==> src/rtl/student_logic_pkg.sv <==
// student_logic_pkg
//   Shared types and helpers for the student logic accumulator.
//   - op_e    : 2-bit operation code (AND, OR, XOR, NAND)
//   - state_e : accumulator FSM state (IDLE, ACCUM)
//   - base_op : maps an op to the bitwise op actually folded into the
//               accumulator (NAND folds as AND and is inverted at emit)
package student_logic_pkg;

  typedef enum logic [1:0] {
    OP_AND  = 2'b00,
    OP_OR   = 2'b01,
    OP_XOR  = 2'b10,
    OP_NAND = 2'b11
  } op_e;

  typedef enum logic {
    IDLE  = 1'b0,
    ACCUM = 1'b1
  } state_e;

  // Inverting NAND on every fold would not be associative, so the burst
  // folds with AND and the single inversion happens on the emitted word.
  function automatic op_e base_op(input op_e o);
    return (o == OP_NAND) ? OP_AND : o;
  endfunction

endpackage

==> src/rtl/student_logic_op.sv <==
// student_logic_op
//   Combinational WIDTH-bit base logic operation, z = base_op(op)(x, y).
//   Ports:
//     x, y : input  [WIDTH-1:0] operands
//     op   : input  op_e        requested op (NAND is evaluated as AND)
//     z    : output [WIDTH-1:0] result
module student_logic_op
  import student_logic_pkg::*;
#(
  parameter int WIDTH = 16
) (
  input  logic [WIDTH-1:0] x,
  input  logic [WIDTH-1:0] y,
  input  op_e              op,
  output logic [WIDTH-1:0] z
);

  always_comb begin
    case (base_op(op))
      OP_OR:   z = x | y;
      OP_XOR:  z = x ^ y;
      default: z = x & y;
    endcase
  end

endmodule

==> src/rtl/student_logic_acc.sv <==
// student_logic_acc
//   WIDTH-bit registered logic unit with per-beat and burst-accumulate modes.
//   A beat in IDLE with acc_mode=0 produces f(a,b) directly; with acc_mode=1
//   it opens a burst that folds later beats' a into the accumulator until
//   in_last or MAX_BURST beats, then emits one result.
//
//   Optional feature macro: LOGIC_FLAGS_EN adds out_zero / out_msb.
//
//   Ports:
//     clk, rst_n        : clock (rising edge), async active-low reset
//     in_valid/in_ready : input beat handshake
//     a, b              : operands (b only used on the first beat of a burst)
//     op                : 00 AND, 01 OR, 10 XOR, 11 NAND
//     acc_mode          : 1 = beat opens an accumulate burst (IDLE only)
//     in_last           : closing beat of a burst
//     out, out_count    : result and number of beats folded into it
//     out_valid/out_ready : result handshake
//     out_zero, out_msb : (LOGIC_FLAGS_EN) out==0 and out[WIDTH-1]
//     dbg_state         : current FSM state, for observation only
//
//   Handshake: a beat transfers on a cycle where in_valid & in_ready, a result
//   transfers on a cycle where out_valid & out_ready. in_ready is
//   !out_valid | out_ready, so a new result can only be written when the slot
//   is empty or being drained in the same cycle; a held result (out_valid &
//   !out_ready) therefore never changes.
module student_logic_acc
  import student_logic_pkg::*;
#(
  parameter int WIDTH     = 16,
  parameter int MAX_BURST = 255,
  localparam int CNT_W    = $clog2(MAX_BURST + 1)
) (
  input  logic             clk,
  input  logic             rst_n,
  input  logic             in_valid,
  output logic             in_ready,
  input  logic [WIDTH-1:0] a,
  input  logic [WIDTH-1:0] b,
  input  logic [1:0]       op,
  input  logic             acc_mode,
  input  logic             in_last,
  output logic [WIDTH-1:0] out,
  output logic [CNT_W-1:0] out_count,
  output logic             out_valid,
  input  logic             out_ready,
`ifdef LOGIC_FLAGS_EN
  output logic             out_zero,
  output logic             out_msb,
`endif
  output state_e           dbg_state
);

  localparam logic [CNT_W-1:0] CNT_ONE     = CNT_W'(1);
  localparam logic [CNT_W-1:0] MAX_CNT     = CNT_W'(MAX_BURST);
  localparam logic             SINGLE_BEAT = 1'(MAX_BURST == 1);

  state_e           state;
  op_e              op_q;
  logic [WIDTH-1:0] acc;
  logic [CNT_W-1:0] cnt;

  op_e              in_op;
  op_e              cur_op;
  logic             accept;
  logic [WIDTH-1:0] opnd_x;
  logic [WIDTH-1:0] opnd_y;
  logic [WIDTH-1:0] base_z;
  logic [WIDTH-1:0] emit_val;
  logic [CNT_W-1:0] cnt_inc;
  logic [CNT_W-1:0] emit_cnt;
  logic             emit;

  assign in_op     = op_e'(op);
  assign in_ready  = !out_valid || out_ready;
  assign accept    = in_valid && in_ready;
  assign dbg_state = state;

  // In IDLE the beat's own operands and op are used; inside a burst the
  // accumulator is folded with a under the op latched when the burst opened.
  always_comb begin
    if (state == ACCUM) begin
      opnd_x = acc;
      opnd_y = a;
      cur_op = op_q;
    end else begin
      opnd_x = a;
      opnd_y = b;
      cur_op = in_op;
    end
  end

  student_logic_op #(
    .WIDTH(WIDTH)
  ) u_op (
    .x  (opnd_x),
    .y  (opnd_y),
    .op (cur_op),
    .z  (base_z)
  );

  assign cnt_inc  = cnt + CNT_ONE;
  assign emit_val = (cur_op == OP_NAND) ? ~base_z : base_z;

  // Whether the accepted beat closes a result, and how many beats it holds.
  // In ACCUM cnt <= MAX_BURST-1, so cnt_inc cannot wrap.
  always_comb begin
    emit     = 1'b0;
    emit_cnt = CNT_ONE;
    if (accept) begin
      if (state == IDLE) begin
        emit = !acc_mode || in_last || SINGLE_BEAT;
      end else begin
        emit     = in_last || (cnt_inc == MAX_CNT);
        emit_cnt = cnt_inc;
      end
    end
  end

  always_ff @(posedge clk or negedge rst_n) begin
    if (!rst_n) begin
      state     <= IDLE;
      op_q      <= OP_AND;
      acc       <= '0;
      cnt       <= '0;
      out       <= '0;
      out_count <= '0;
      out_valid <= 1'b0;
`ifdef LOGIC_FLAGS_EN
      out_zero  <= 1'b0;
      out_msb   <= 1'b0;
`endif
    end else begin
      if (accept) begin
        case (state)
          IDLE: begin
            if (acc_mode) begin
              acc  <= base_z;
              op_q <= in_op;
              cnt  <= CNT_ONE;
              if (!(in_last || SINGLE_BEAT)) state <= ACCUM;
            end
          end
          ACCUM: begin
            acc <= base_z;
            cnt <= cnt_inc;
            if (emit) state <= IDLE;
          end
          default: state <= IDLE;
        endcase
      end

      // A new result may overwrite one that is handed off in this same cycle.
      if (emit) begin
        out       <= emit_val;
        out_count <= emit_cnt;
        out_valid <= 1'b1;
`ifdef LOGIC_FLAGS_EN
        out_zero  <= (emit_val == '0);
        out_msb   <= emit_val[WIDTH-1];
`endif
      end else if (out_ready) begin
        out_valid <= 1'b0;
      end
    end
  end

endmodule

==> config.mk <==
export PLATFORM = sky130hd
export DESIGN_NAME = student_logic_acc
export DESIGN_NICKNAME = d
export VERILOG_FILES = /design/src/rtl/student_logic_pkg.sv /design/src/rtl/student_logic_op.sv /design/src/rtl/student_logic_acc.sv
export SDC_FILE = /design/constraint.sdc
export NUM_CORES = 1
export LEC_CHECK = 0
export CAP_MARGIN = 10
export CORE_UTILIZATION = 53
export CTS_CLUSTER_SIZE = 10
export DETAILED_ROUTE_END_ITERATION = 8
export PLACE_DENSITY = 0.9
export SLEW_MARGIN = 20
export SYNTH_ARGS = -nofsm -noshare
export SYNTH_HDL_FRONTEND = slang
export SYNTH_SLANG_ARGS = --single-unit
==> constraint.sdc <==
create_clock -name clk -period 3 [get_ports clk]
set_input_delay 0.75 -clock clk [delete_from_list [all_inputs] [get_ports clk]]
set_output_delay 0.75 -clock clk [all_outputs]
set_load 0.03 [all_outputs]
==> results of run 1 <==
==> kinds of logic after synthesis <==
family	synth area share (%)
AO/OA/AOI/OAI	9.795
XOR/XNOR	5.150
adder cells (fa/ha/maj)	12.45
buffers and inverters	8.549
flip-flops	35.01
multiplexers	22.55
AND/OR/NAND/NOR	6.496
==> cell type report <==
| class | instances | area (sq um) |
|---|---|---|
| Inverter | 54 | 202.7 |
| Timing Repair Buffer | 75 | 748.2 |
| Multi-Input combinational cell | 242 | 2102 |
| Clock inverter | 2 | 16.27 |
| Sequential cell | 52 | 1303 |
| Fill cell | 499 | 2230 |
| Clock buffer | 6 | 72.57 |
| Tap cell | 96 | 120.1 |
==> final timing paths <==
kind / start / to / slack, ns
worst min-delay path: rst_n / out_count[5]$_DFFE_PN0P_ / 0.52
worst max-delay path: out_ready / in_ready / 0.09
worst min register to register: out_count[0]$_DFFE_PN0P_ / out_count[0]$_DFFE_PN0P_ / 0.52
worst max register to register: dbg_state$_DFFE_PN0P_ / out[15]$_DFFE_PN0P_ / 0.64
min in group clk: out_count[0]$_DFFE_PN0P_ / out_count[0]$_DFFE_PN0P_ / 0.52
max in group asynchronous: rst_n / out[5]$_DFFE_PN0P_ / 1.73
==> sequential cells by signal (all words and copies together), names as in the netlist <==
signal     cells
out_count      8
out           16
out_valid      1
dbg_state      1
acc           16
cnt            8
op_q           2
==> placed cells by master, fill, tap and decap left out, drive strengths merged, types with 16 or more instances in the layout <==
cell and instances:
ha 37, mux2 38, a22oi 16, o21ai 33, inv 54, nand2 26, dfrtp 52, clkdlybuf4s50 65
mux2i 35, xor2 19
==> critical path, delay by kind of cell <==
kind	cells	cell delay, ns
buffers and inverters	2	1.17
AND/OR/NAND/NOR	1	0.24
==> power groups by stage <==
stage          Sequential (uW)  Combinational (uW)  Clock (uW)
6_report                  1070                1680         409
5_1_grt                   1100                1840         441
4_1_cts                   1070                1690         410
3_5_place_dp              1080                1680           0
3_3_place_gp              1070                1600           0
2_1_floorplan             1260                 947           0
==> per-layer routing <==
| layer | vias up | share of wire [%] | track usage [%] |
|---|---|---|---|
| met5 | - | 0 | 0 |
| met2 | 97 | 50 | 43.27 |
| met4 | 0 | 2.8 | 9.848 |
| li1 | 1351 | - | - |
| met1 | 1355 | 43 | 28.25 |
| met3 | 21 | 3.8 | 2.599 |
==> cell usage after synthesis (all sizes together) (2+ instances only) <==
library cell and number:
dfrtp 52, a22oi 16, xnor2 2, xor2 19, nand2 26, ha 37
o31ai 2, mux2i 35, nand2b 2, clkbuf 6, and2 2, nand4 2
a21oi 2, and3 2, nor2 11, nand3 5, a21o 2, mux2 38
buf 13, inv 54, o21ai 33
==> through the flow <==
step	setup WS [ns]	std cells	utilization, %	total power [uW]	hold slack [ns]
6_report	0.09343	527	67.18	3167	0.5157
5_1_grt	0.03838	527	67.18	3381	0.5308
4_1_cts	0.1069	527	67.18	3170	0.5169
3_5_place_dp	-0.08253	519	65.87	2756	0.4946
3_3_place_gp	0.05072	519	65.87	2672	0.4740
2_1_floorplan	0.1663	368	-	2212	0.4544
==> flow_summary.yaml, run 1 <==
grt:
  grt_usage_pct: 23.67
  antenna_found_initial: 0
  grt_overflow_total: 0
  first_global_vias: 3001
  grt_pass1_wl_mm: 13.77
  grt_max_degree: 38
clock_tree:
  htreeDepth: 2
  root_buffer: "clkbuf_8"
  holdBufCountCts: 0
  cts_resized: 0
  worstSkewPairLatency_ns: 0.31
  clk_path_buf_depth: 2
  path_clk_slew_ns: 0.10
  clkSinkCount: 52
  post_cts_buffers: 0
  cts_buffers: 5
  tritoncts: "done"
power:
  switching_power_uw: 1284
  pwr-share-comb_pct: 53.2
  sw_frac_of_total_pct: 40.55
  p_per_area_mw_per_mm2: 694.0
  p_int_uw: 1883
  pwr-share-seq_pct: 33.9
  pwr-share-clk_pct: 12.9
  vdd_drop_max_uv: 307.0
  power.leakage_uw: 0.002245
finish:
  nets: 507
  diodes: 0
  synthToLayoutAreaGrowth_pct: 22.79
  fin_area_sq_mm: 0.004564
  drive_above_1_share_pct: 14.39
synth:
  synth_top_area_cell: "dfrtp_1"
  synthArstFlopShare_pct: 100.0
  yosysSeqAreaShare_pct: 35.01
  ys_ff_latch: 52
  synth_area_sq_mm: 0.003717
  synth_edf_count: 0
  syn-num-nets: 445
  yosys_most_used_dff: "dfrtp_1"
  postSynthCellCount: 368
  ys_types: 36
  synth_area_per_cell_sq_um: 10.10
  synth_top_area_share_pct: 35.01
  yosysWarnings: 0
  synth_area_leaders: "dfrtp_1, ha_1, mux2i_1, mux2_2, mux2_4"
placed_design:
  portBuffers: 66
  dp_hpwl_mm: 5.756
  place.gp.congestion: 0.8894
  dpl_cell_area_sq_mm: 0.004476
routing:
  postRouteAntennaNets: 0
  dr.pass1.iters: 7
  vias: 2824
  vias_per_cell: 5.359
  wl_mm: 8.014
  drc: 0
  avgRoutedWirePerCell_um: 15.21
  drtIter0Drc: 157
critical_path:
  end_kind: "output port"
  cpMostUsedCell: "clkdlybuf4s50_1"
  start_kind: "primary input"
  worstPathMaxFanout: 6
  arrival_ns: 2.16
  critPathMaxStageDelay_ns: 0.72
  critical_path_class: "primary input to output port"
  rr_worst_depth: 6
  crit_required_ns: 2.25
  worstPathCellList: "clkdlybuf4s50_1 > nand2b_1 > clkdlybuf4s50_1"
  slowest_stage: "clkdlybuf4s50_1"
sta:
  setup_viol_count_final: 0
  hold_viol: 0
  fin_skew_ns: 0.005722
  tightest_slew_ns: 0.8064
  max_slew_margin_pct: 46.24
  min_period_ns: 2.907
  final_max_slew_viol_count: 0
  setup_tns_ns: 0
  rsz0062_at_grt: "false"
  fin_crit_sh_pct: 96.89
  clock.fmax_mhz: 344.0
min_path:
  hold_class: "primary input to asynchronous set/reset pin"
floorplan:
  dieArea_sq_mm: 0.007353
  dieWidth_um: 85.75
  row_count: 30
  pin_count: 67
  start_util_pct: 54.71
  die_y_um: 85.75
  core_area_sq_mm: 0.006794
run_status:
  outcome: "finished clean"
job:
  max_cap_viol_count: 0
(Power assumes the default switching activity.)
==> inputs of run 2 (changes only) <==
--- a/config.mk
+++ b/config.mk
@@ -6,10 +6,12 @@
 export NUM_CORES = 1
 export LEC_CHECK = 0
 export CAP_MARGIN = 10
-export CORE_UTILIZATION = 53
+export CORE_UTILIZATION = 60
 export CTS_CLUSTER_SIZE = 10
 export DETAILED_ROUTE_END_ITERATION = 8
-export PLACE_DENSITY = 0.9
+export DONT_BUFFER_PORTS = 1
+export PLACE_DENSITY = 0.86
+export REMOVE_ABC_BUFFERS = 1
 export SLEW_MARGIN = 20
 export SYNTH_ARGS = -nofsm -noshare
 export SYNTH_HDL_FRONTEND = slang
==> run 2 against run 1 <==
  * Final cell count fell by 17%
  * Fmax rose by 5.9%
  * Sequential power rose by 24%
  * Power fell by 8.3%
  * Flip-flop and latch count did not move
  * Global-route usage rose by 0.18 points
  * Setup slack improved by 0.16 ns
  * Sequential share of layout area rose by 5.2 points
  * Via count fell by 11%
  * Non-clock buffer count fell by 69
  * Largest power group is now registers
==> flow_summary.yaml, run 2 (same netlist as run 1, synthesis figures left out) <==
run_status:
  outcome: "finished clean"
routing:
  drtIter0Drc: 107
  wl_mm: 7.270
  vias: 2523
  avgRoutedWirePerCell_um: 16.64
  dr.pass1.iters: 4
  drc: 0
  postRouteAntennaNets: 0
  vias_per_cell: 5.773
floorplan:
  row_count: 28
  dieArea_sq_mm: 0.006514
  core_area_sq_mm: 0.005956
  start_util_pct: 62.42
  pin_count: 67
  die_y_um: 80.71
  dieWidth_um: 80.71
finish:
  drive_above_1_share_pct: 16.30
  nets: 438
  seqCellArea_sq_mm: 0.001303
  fin_area_sq_mm: 0.003856
  diodes: 0
  reg_top3: "acc (16), out (16)"
  num-fill-cells: 463
  synthToLayoutAreaGrowth_pct: 3.736
  multiInputGateArea_sq_mm: 0.002105
  mostFrequentLayoutCells: "inv_1, dfrtp_1, ha_1"
  mostFrequentLayoutCell: "inv_1"
clock_tree:
  post_cts_buffers: 0
  holdBufCountCts: 0
  cts_resized: 0
  tritoncts: "done"
  root_buffer: "clkbuf_8"
  path_clk_slew_ns: 0.10
  htreeDepth: 2
  worstSkewPairLatency_ns: 0.31
  cts_buffers: 5
  clk_path_buf_depth: 2
  clkSinkCount: 52
sta:
  setup_viol_count_final: 0
  fin_skew_ns: 0.007138
  setup_slack_ns: 0.2545
  tightest_slew_ns: 1.002
  clock.fmax_mhz: 364.2
  max_slew_margin_pct: 33.18
  fin_crit_sh_pct: 91.52
  final_max_slew_viol_count: 0
  hold_viol: 0
  min_period_ns: 2.746
  rsz0062_at_grt: "false"
  whs_ns: 0.1261
  setup_tns_ns: 0
critical_path:
  end_kind: "flip-flop"
  arrival_ns: 2.95
  worstPathMaxFanout: 30
  slowest_stage: "dfrtp_2"
  worstPathCellList: "buf_4 > mux2i_1 > ha_1 > a22oi_1 > o21ai_0 > xor2_1 > mux2_4"
  rr_worst_depth: 7
  critPathMaxStageDelay_ns: 0.66
  start_kind: "flip-flop"
  critical_path_class: "flip-flop to flip-flop"
  crit_required_ns: 3.20
placed_design:
  dp_hpwl_mm: 5.053
  portBuffers: 0
  pre_cts_slack_ns: 0.1588
  place.gp.congestion: 0.8550
  dpl_cell_area_sq_mm: 0.003746
grt:
  grt_usage_pct: 23.84
  first_global_vias: 2601
  grt_max_degree: 53
  antenna_found_initial: 0
  grt_overflow_total: 0
  grt_pass1_wl_mm: 11.83
power:
  finalPower_uw: 2905
  power.leakage_uw: 0.001982
  p_per_area_mw_per_mm2: 753.3
  vdd_drop_max_uv: 457.7
job:
  max_cap_viol_count: 0
min_path:
  hold_class: "primary input to asynchronous set/reset pin"
## run 2: final timing paths
path | start | end | slack, ns
setup / recovery | dbg_state$_DFFE_PN0P_ | out[15]$_DFFE_PN0P_ | 0.25
hold / removal | rst_n | out_count[7]$_DFFE_PN0P_ | 0.13
setup reg to reg | dbg_state$_DFFE_PN0P_ | out[15]$_DFFE_PN0P_ | 0.25
hold reg to reg | acc[10]$_DFFE_PN0P_ | acc[10]$_DFFE_PN0P_ | 0.52
max in group asynchronous | rst_n | out[10]$_DFFE_PN0P_ | 2.78
min in group clk | acc[10]$_DFFE_PN0P_ | acc[10]$_DFFE_PN0P_ | 0.52
## run 2: where the power goes
part	switching [uW]	total, uW	leakage, uW	internal, uW
Sequential	411	1330	0.000668	915
Combinational	550	1100	0.00126	549
Clock	233	481	0.0000552	248
Total	1190	2900	0.00198	1710
## run 2: final cells by class
type	count	share of cell area, %
Clock buffer	6	1.882
Clock inverter	2	0.9085
Inverter	54	5.256
Multi-Input combinational cell	242	54.57
Sequential cell	52	33.78
Tap cell	75	2.433
Timing Repair Buffer	6	1.168
## run 2: metrics by stage
step | utilization, % | std cells
floorplan | - | 348
global placement | 62.90 | 429
detailed placement | 62.90 | 429
CTS | 64.71 | 437
global route | 64.75 | 437
finish | 64.75 | 437
## run 2: layer usage
layer | up-vias | global-route usage (%) | wire (um)
li1 | 1211 | - | -
met4 | 0 | 9.107 | 175
met2 | 62 | 41.61 | 3568
met1 | 1234 | 28.62 | 3193
met3 | 16 | 5.000 | 333
met5 | - | 0 | 0
## run 2: worst max-delay path, delay by kind of cell (launching register included)
| family | cells | cell delay, ns |
|---|---|---|
| flip-flops | 1 | 0.66 |
| multiplexers | 2 | 0.63 |
| buffers and inverters | 1 | 0.55 |
| AO/OA/AOI/OAI | 2 | 0.35 |
| adder cells (fa/ha/maj) | 1 | 0.28 |
| XOR/XNOR | 1 | 0.18 |
==> inputs of run 3 (changes only) <==
--- a/config.mk
+++ b/config.mk
@@ -6,11 +6,13 @@
 export NUM_CORES = 1
 export LEC_CHECK = 0
 export CAP_MARGIN = 10
-export CORE_UTILIZATION = 60
+export CELL_PAD_IN_SITES_DETAIL_PLACEMENT = 0
+export CELL_PAD_IN_SITES_GLOBAL_PLACEMENT = 2
+export CORE_UTILIZATION = 40
 export CTS_CLUSTER_SIZE = 10
 export DETAILED_ROUTE_END_ITERATION = 8
 export DONT_BUFFER_PORTS = 1
-export PLACE_DENSITY = 0.86
+export PLACE_DENSITY = 0.79
 export REMOVE_ABC_BUFFERS = 1
 export SLEW_MARGIN = 20
 export SYNTH_ARGS = -nofsm -noshare
==> run 3 against run 2 <==
  * The flow now finishes with violations (DRC)
  * Non-clock buffer count rose by 2
  * Global-route usage fell by 6.5 points
  * Fmax rose by 16%
  * Die area rose by 49%
  * Register-to-register slack improved by 0.38 ns
  * Largest cell class unchanged
  * Largest power group unchanged
==> flow_summary.yaml, run 3 (same netlist as run 1, synthesis figures left out) <==
clock_tree:
  clk_path_buf_depth: 2
  clkSinkCount: 52
  post_cts_buffers: 0
  cts_buffers: 5
  worstSkewPairLatency_ns: 0.31
  path_clk_slew_ns: 0.11
  tritoncts: "done"
  root_buffer: "clkbuf_8"
  htreeDepth: 2
  cts_resized: 0
  holdBufCountCts: 0
grt:
  grt_pass1_wl_mm: 13.19
  grt_overflow_total: 0
  grt_usage_pct: 17.39
  antenna_found_initial: 0
  grt_max_degree: 53
  first_global_vias: 2522
sta:
  min_period_ns: 2.364
  max_slew_margin_pct: 25.58
  whs_ns: 0.1168
  clock.fmax_mhz: 423.0
  setup_viol_count_final: 0
  hold_viol: 0
  fin_skew_ns: 0.007067
  fin_crit_sh_pct: 78.80
  final_max_slew_viol_count: 0
  tightest_slew_ns: 1.116
  rsz0062_at_grt: "false"
floorplan:
  dieWidth_um: 98.40
  die_y_um: 98.40
  row_count: 34
  dieArea_sq_mm: 0.009683
  core_area_sq_mm: 0.008848
  start_util_pct: 42.01
  pin_count: 67
finish:
  mostFrequentLayoutCell: "inv_1"
  multiInputGateArea_sq_mm: 0.002102
  reg_top3: "acc (16), out (16)"
  layout.cells.non_filler: 472
  num-fill-cells: 861
  drive_above_1_share_pct: 16.76
  synthToLayoutAreaGrowth_pct: 5.284
  seqCellArea_sq_mm: 0.001303
  nets: 440
  diodes: 0
  mostFrequentLayoutCells: "inv_1, dfrtp_1, ha_1"
critical_path:
  crit_required_ns: 3.20
  critical_path_class: "flip-flop to flip-flop"
  end_kind: "flip-flop"
  arrival_ns: 2.57
  rr_worst_depth: 6
  worstPathMaxFanout: 16
  rr_endpoint: "out[5]$_DFFE_PN0P_"
  r2r-start: "dbg_state$_DFFE_PN0P_"
  start_kind: "flip-flop"
  r2r_slack_ns: 0.64
power:
  pwr-share-seq_pct: 44.5
  p_per_area_mw_per_mm2: 746.6
  pwr-share-comb_pct: 38.1
  p_int_uw: 1711
  sw_frac_of_total_pct: 41.44
  power.leakage_uw: 0.001992
  pwr-share-clk_pct: 17.4
  vdd_drop_max_uv: 249.8
  switching_power_uw: 1211
routing:
  postRouteAntennaNets: 0
  vias: 2465
  avgRoutedWirePerCell_um: 16.75
  wl_mm: 7.906
  vias_per_cell: 5.222
  dr.pass1.iters: 8
  drc: 3
  drtIter0Drc: 69
run_status:
  violations: "DRC"
  outcome: "finished with violations"
placed_design:
  placed_cells: 464
  dp_hpwl_mm: 5.425
  portBuffers: 0
  place.gp.congestion: 0.7131
min_path:
  hold_class: "primary input to asynchronous set/reset pin"
job:
  max_cap_viol_count: 0
==> run 3: worst max-delay path, cell delays in order (launching register included) <==
cell     delay (ns)
dfrtp_2        0.42
mux2i_1        0.26
ha_1           0.67
a22oi_1        0.18
o21ai_0        0.30
xor2_1         0.12
mux2_4         0.29
==> run 3: final cells by class <==
class | count | area share, %
Clock buffer | 5 | 1.758
Clock inverter | 3 | 1.087
Inverter | 54 | 5.179
Multi-Input combinational cell | 242 | 53.71
Sequential cell | 52 | 33.28
Tap cell | 108 | 3.453
Timing Repair Buffer | 8 | 1.535
==> run 3: power groups by stage <==
stage	Clock, uW	Sequential, uW	Combinational (uW)
3_3_place_gp	0	1320	1110
4_1_cts	528	1300	1130
5_1_grt	553	1330	1260
2_1_floorplan	0	1300	880
6_report	507	1300	1110
3_5_place_dp	0	1320	1130
==> run 3: metrics by stage <==
stage                     utilization [%]  area (sq um)  power [uW]  setup WS [ns]  setup TNS (ns)
final                               44.23          3914        2922         0.6359               0
after global routing                44.23          3914        3144         0.4525               0
after CTS                           44.23          3914        2963         0.5647               0
after detailed placement            42.97          3802        2447         0.3081               0
after global placement              42.97          3802        2421         0.3305               0
after floorplan                         -          3602        2182        -0.4106          -11.59
==> run 3: worst max path at each step <==
stage | start | endpoint | cells past startpoint
after floorplan | dbg_state$_DFFE_PN0P_ | out[12]$_DFFE_PN0P_ | 6
after global placement | op[1] | out[10]$_DFFE_PN0P_ | 6
after detailed placement | op[1] | out[10]$_DFFE_PN0P_ | 6
after CTS | dbg_state$_DFFE_PN0P_ | out[5]$_DFFE_PN0P_ | 6
after global routing | dbg_state$_DFFE_PN0P_ | out[10]$_DFFE_PN0P_ | 6
final | dbg_state$_DFFE_PN0P_ | out[5]$_DFFE_PN0P_ | 6
==> run 3: metal layers <==
metal / routed length (um) / up-vias / global-route usage [%]
met4: 52 / 0 / 4.018
met2: 3660 / 51 / 28.98
li1: - / 1220 / -
met3: 392 / 4 / 3.865
met5: 0 / - / 0
met1: 3800 / 1190 / 23.05
==> edit 1 (config.mk and constraints of run 2) <==
Reset style: synchronous (`rst_n`), changed in one clocked block. Comments in the files are not updated.
--- a/src/rtl/student_logic_acc.sv
+++ b/src/rtl/student_logic_acc.sv
@@ -116,7 +116,7 @@
     end
   end
 
-  always_ff @(posedge clk or negedge rst_n) begin
+  always_ff @(posedge clk) begin
     if (!rst_n) begin
       state     <= IDLE;
       op_q      <= OP_AND;
Function: differs if rst_n is asserted again (counterexample within 4 cycles, from zero or initial values and one cycle with rst_n low); with rst_n held inactive, the same outputs for 4 cycles.
==> edit 1 against run 2 <==
- via count increased by 17%
- global-route usage increased by 2.1 points
- routed wire length increased by 5.7%
- final area decreased by 6.6%
- die area decreased by 5.7%
- sequential cell count unchanged
- setup slack improved by 0.23 ns
- critical path depth decreased by 1
- synthesized area decreased by 5.9%
- critical path type unchanged
- critical endpoint is now out[1]
Power is not compared: it rests on default switching activity, and its combinational part moved more than twofold at a synthesized area within 25%.
==> edit 1: results (changes against run 2) <==
[status]
outcome = finished clean

[synthesis]
synth_warnings = 0  ; unchanged
netlist_top_cells_area = dfxtp_1 30%, ha_1 13%, mux2i_1 11%
synth_seq_cells = 52  ; unchanged
synthArstFlopShare_pct = 0  ; -100 points
netlist_top_cells_count = 59 x nand2_1, 53 x inv_1, 52 x dfxtp_1, 38 x nor2_1
synthDistinctLibCells = 35  ; -2.8%
synth_ff_type = dfxtp_1
yosysSeqAreaShare_pct = 29.7  ; -5.3 points

[cells_and_area]
multi_input_area_share_pct = 59.2  ; +4.7 points
nonClkBufAreaFrac_pct = 1.67  ; +0.50 points
nClkBuffers = 6  ; unchanged
inverters = 53  ; -1.9%
num_antenna_cells = 0  ; unchanged
seq_area_share_pct = 28.9  ; -4.9 points
multi_input_gates = 308  ; +27%
final.fill_count = 468  ; +1.1%
final_nets = 505  ; +15%
nNonClkBuffers = 8  ; +2
reg_top3 = acc (16), out (16)
final-clk-cell-share_pct = 2.15  ; -0.64 points
drive_above_1_share_pct = 4.44  ; -12 points

[global_route]
grt_pass1_vias = 2903  ; +12%
grtUsageTotal_pct = 25.9  ; +2.1 points
grt_max_degree = 48  ; -9.4%
antenna_found_initial = 0  ; unchanged
grt_pass1_wl_um = 12700  ; +7.3%

[sta]
fin_skew_ns = 0.00766  ; +0.000518 ns
slew_headroom_pct = 31.7  ; -1.4 points

[placement]
io_buffers = 0  ; unchanged
dp_hpwl_um = 5150  ; +2.0%
globalplace.congestion = 0.839  ; -1.8%

[clock_network]
h-tree-depth = 2  ; unchanged
path_clk_slew_ns = 0.09
cts_resized = 0  ; unchanged
cts_buffers = 5  ; unchanged
clk_latency_ns = 0.31  ; about the same
cts-root-buf = clkbuf_8
post_cts_buffers = 0  ; unchanged
ctsLongestPathBuffers = 2  ; unchanged

[setup_path]
worstPathMaxFanout = 32  ; +6.7%
cp.arrival_ns = 2.74  ; -0.21 ns

[detailed_routing]
routed_wl_um = 7680  ; +5.7%
ant_nets = 0  ; unchanged
vias_per_cell = 5.92  ; +2.6%
drt_iter0_drc = 259  ; +140%
dr.pass1.iters = 5  ; +1

[power_and_ir_drop]
power_leakage_nw = 1.51
ir_drop_mv = 0.235

[hold_path]
hold_path_class = register to register

-- edit 1: changes by cell type after synthesis, sizes merged, moves of 18 or more --
cell	run 2	this run
dfrtp	52	0
dfxtp	0	52
mux2	38	0
nand2	26	59
nor2	11	38
a21oi	2	26
a211oi	0	18
xnor2	2	20
-- edit 1: worst max-delay path, stage by stage, from the launching register on --
cell and delay [ns]:
dfxtp_2 0.38, mux2i_1 0.25, inv_1 0.09, ha_1 0.87
o21ai_0 0.34, xnor2_1 0.20, a211oi_1 0.28
-- edit 1: cell families after synthesis --
kind of cell | share of synthesized area (%)
mux | 10.6
compound gates | 16.9
buf+inv | 9.26
fa+ha+maj | 13.2
flops | 29.7
simple gates | 14.7
xor+xnor | 5.51
-- edit 1: layer usage --
layer,GRT usage [%],wire (um),up-vias
met3,7.33,632,9
met4,8.89,97,0
met2,47.2,3830,118
li1,-,-,1446
met1,28.6,3120,1389
met5,0,0,-
-- edit 1: worst paths after layout --
path	startpoint	cells past startpoint	slack, ns	to
setup reg to reg	dbg_state	6	0.48	out[1]
setup / recovery	dbg_state	6	0.48	out[1]
hold / removal	acc[9]	2	0.47	acc[9]
hold reg to reg	acc[9]	2	0.47	acc[9]
-- edit 1: report_power, final --
group	internal (W)	switching, W	total, W
Sequential	0.000730	0.0000758	0.000805
Combinational	0.000155	0.000236	0.000391
Clock	0.000159	0.000227	0.000387
-- edit 1: stage by stage --
step	util, %	area, um^2	setup TNS, ns	std cells	setup slack, ns
after floorplan	-	3370	-30.57	413	-1.24
final	64.6	3600	0	500	0.485
after CTS	64.6	3600	0	500	0.530
after global routing	64.6	3600	0	500	0.319
after detailed placement	63.3	3530	0	493	0.234
after global placement	63.3	3530	0	493	0.363
==> edit 2 (config.mk and constraints of run 2) <==
Made on the original files. Build with the macro `LOGIC_FLAGS_EN` defined.
--- a/src/rtl/student_logic_acc.sv
+++ b/src/rtl/student_logic_acc.sv
@@ -23,6 +23,8 @@
 //   !out_valid | out_ready, so a new result can only be written when the slot
 //   is empty or being drained in the same cycle; a held result (out_valid &
 //   !out_ready) therefore never changes.
+`define LOGIC_FLAGS_EN
+
 module student_logic_acc
   import student_logic_pkg::*;
 #(
Check against the original RTL (old outputs only; new: out_msb and out_zero): equivalent (Yosys induction, for registers that start in step).
==> edit 2 against run 2 <==
- synthesized area is 3.2% higher
- setup slack improved by 0.064 ns
- routed wire length grew 15%
- via count rose by 15%
- final area grew 4.3%
- cell count rose by 13%
- sequential cell count rose by 1
- total power rose by 9.2%
- critical endpoint is now out_zero
==> edit 2: results (changes against run 2) <==
[placement]
post-place-ws_ns = 0.0924  ; -0.0664 ns
place_area_mm2 = 0.00393  ; +5.0%
dp_hpwl_um = 6110  ; +21%
globalplace.congestion = 0.849  ; -0.74%
io_buffers = 0  ; unchanged

[power_and_ir_drop]
ir_drop_mv = 0.406  ; -11%
power_leakage_nw = 1.93  ; -2.6%

[clock_network]
path_clk_slew_ns = 0.10  ; about the same
ctsLongestPathBuffers = 2  ; unchanged
cts_buffers = 5  ; unchanged

[global_route]
grt_max_degree = 54  ; +1.9%
grt_pass1_vias = 2984  ; +15%
grtUsageTotal_pct = 26.9  ; +3.0 points
grt_pass1_wl_um = 13800  ; +16%

[status]
outcome = finished clean

[cells_and_area]
num_antenna_cells = 0  ; unchanged
drive_above_1_share_pct = 11.7  ; -4.6 points
final_nets = 495  ; +13%

[setup_path]
cp.arrival_ns = 2.93  ; -0.02 ns
rrSetupSlack_ns = 0.32  ; +0.06 ns
reg2reg_depth = 10  ; +3
worstPathMaxFanout = 13  ; -57%
endpoint = out_zero

[synthesis]
synthArstFlopShare_pct = 100  ; unchanged
synth_compound_area_share_pct = 10.9  ; +1.1 points
muxShareOfSynthArea_pct = 14.1  ; -8.4 points
synthDistinctLibCells = 44  ; +22%
yosysSeqAreaShare_pct = 34.6  ; -0.43 points
synth-xor-area-share_pct = 5.22  ; +0.069 points
netlist_top_cells_area = dfrtp_1 35%, ha_1 12%, mux2i_1 9.1%
synthAdderAreaFrac_pct = 12.1  ; -0.39 points
netlist_top_cells_count = 55 x nand2_1, 53 x dfrtp_1, 39 x inv_1, 37 x ha_1, 35 x mux2i_1

[detailed_routing]
wl_per_cell_um = 16.9  ; +1.4%
vias = 2901  ; +15%
drt_iter0_drc = 159  ; +49%
dr.pass1.iters = 4  ; unchanged
drc = 0  ; unchanged

[sta]
fin_skew_ns = 0.00706  ; -0.0000783 ns
slew_headroom_pct = 30.0  ; -3.2 points
min_period_over_period_pct = 89.4  ; -2.1 points

-- edit 2: power breakdown --
part	total (W)	internal (W)	switching [W]
clock network	0.000423	0.000166	0.000256
logic	0.00142	0.000652	0.000764
registers	0.00133	0.000948	0.000385
total	0.00317	0.00177	0.00141
-- edit 2: cells by family (layout without fill, tap and decap cells) --
family,after synthesis,after routing
mux,52,52
fa+ha+maj,37,37
compound gates,68,68
xor+xnor,22,22
simple gates,122,122
buf+inv,64,65
flops,53,53
-- edit 2: stage by stage --
stage                     setup TNS (ns)  hold WS (ns)  cells  util (%)  power [W]
final                                  0         0.109    494      66.4    0.00317
after global routing                   0        0.0932    494      66.4    0.00340
after CTS                              0         0.104    494      66.4    0.00318
after detailed placement               0         0.455    486      64.9    0.00275
after global placement                 0         0.455    486      64.9    0.00266
after floorplan                   -17.26         0.450    394         -    0.00233
-- edit 2: cell type report --
type                    count  area, um^2
clock inverters             3        21.3
fillers                   487        2040
repair buffers             17         128
inverters                  40         150
clock buffers               5        68.8
well taps                  75        93.8
multi-input cells         301        2230
flip-flops and latches     53        1330
-- edit 2: worst min path at each step --
stage,to,slack (ns)
floorplan,acc[0],0.45
global placement,out_count[3],0.46
detailed placement,out_count[3],0.46
CTS,out_count[3],0.10
global route,out_count[3],0.09
finish,out_count[3],0.11
-- edit 2: routing by layer --
metal	global-route usage [%]	wire (um)
met1	32.6	3630
met2	47.4	4090
met3	5.00	479
met4	9.12	137
met5	0	0
-- edit 2: worst max-delay path, cell delays in order, from the launching register on --
cell and delay (ns):
dfrtp_2 0.42, mux2i_1 0.25, inv_1 0.09, ha_1 0.43, clkinv_1 0.39, buf_4 0.31
nor3_1 0.19, a21oi_1 0.09, nor3_1 0.22, nor3_1 0.09, o21ai_1 0.13
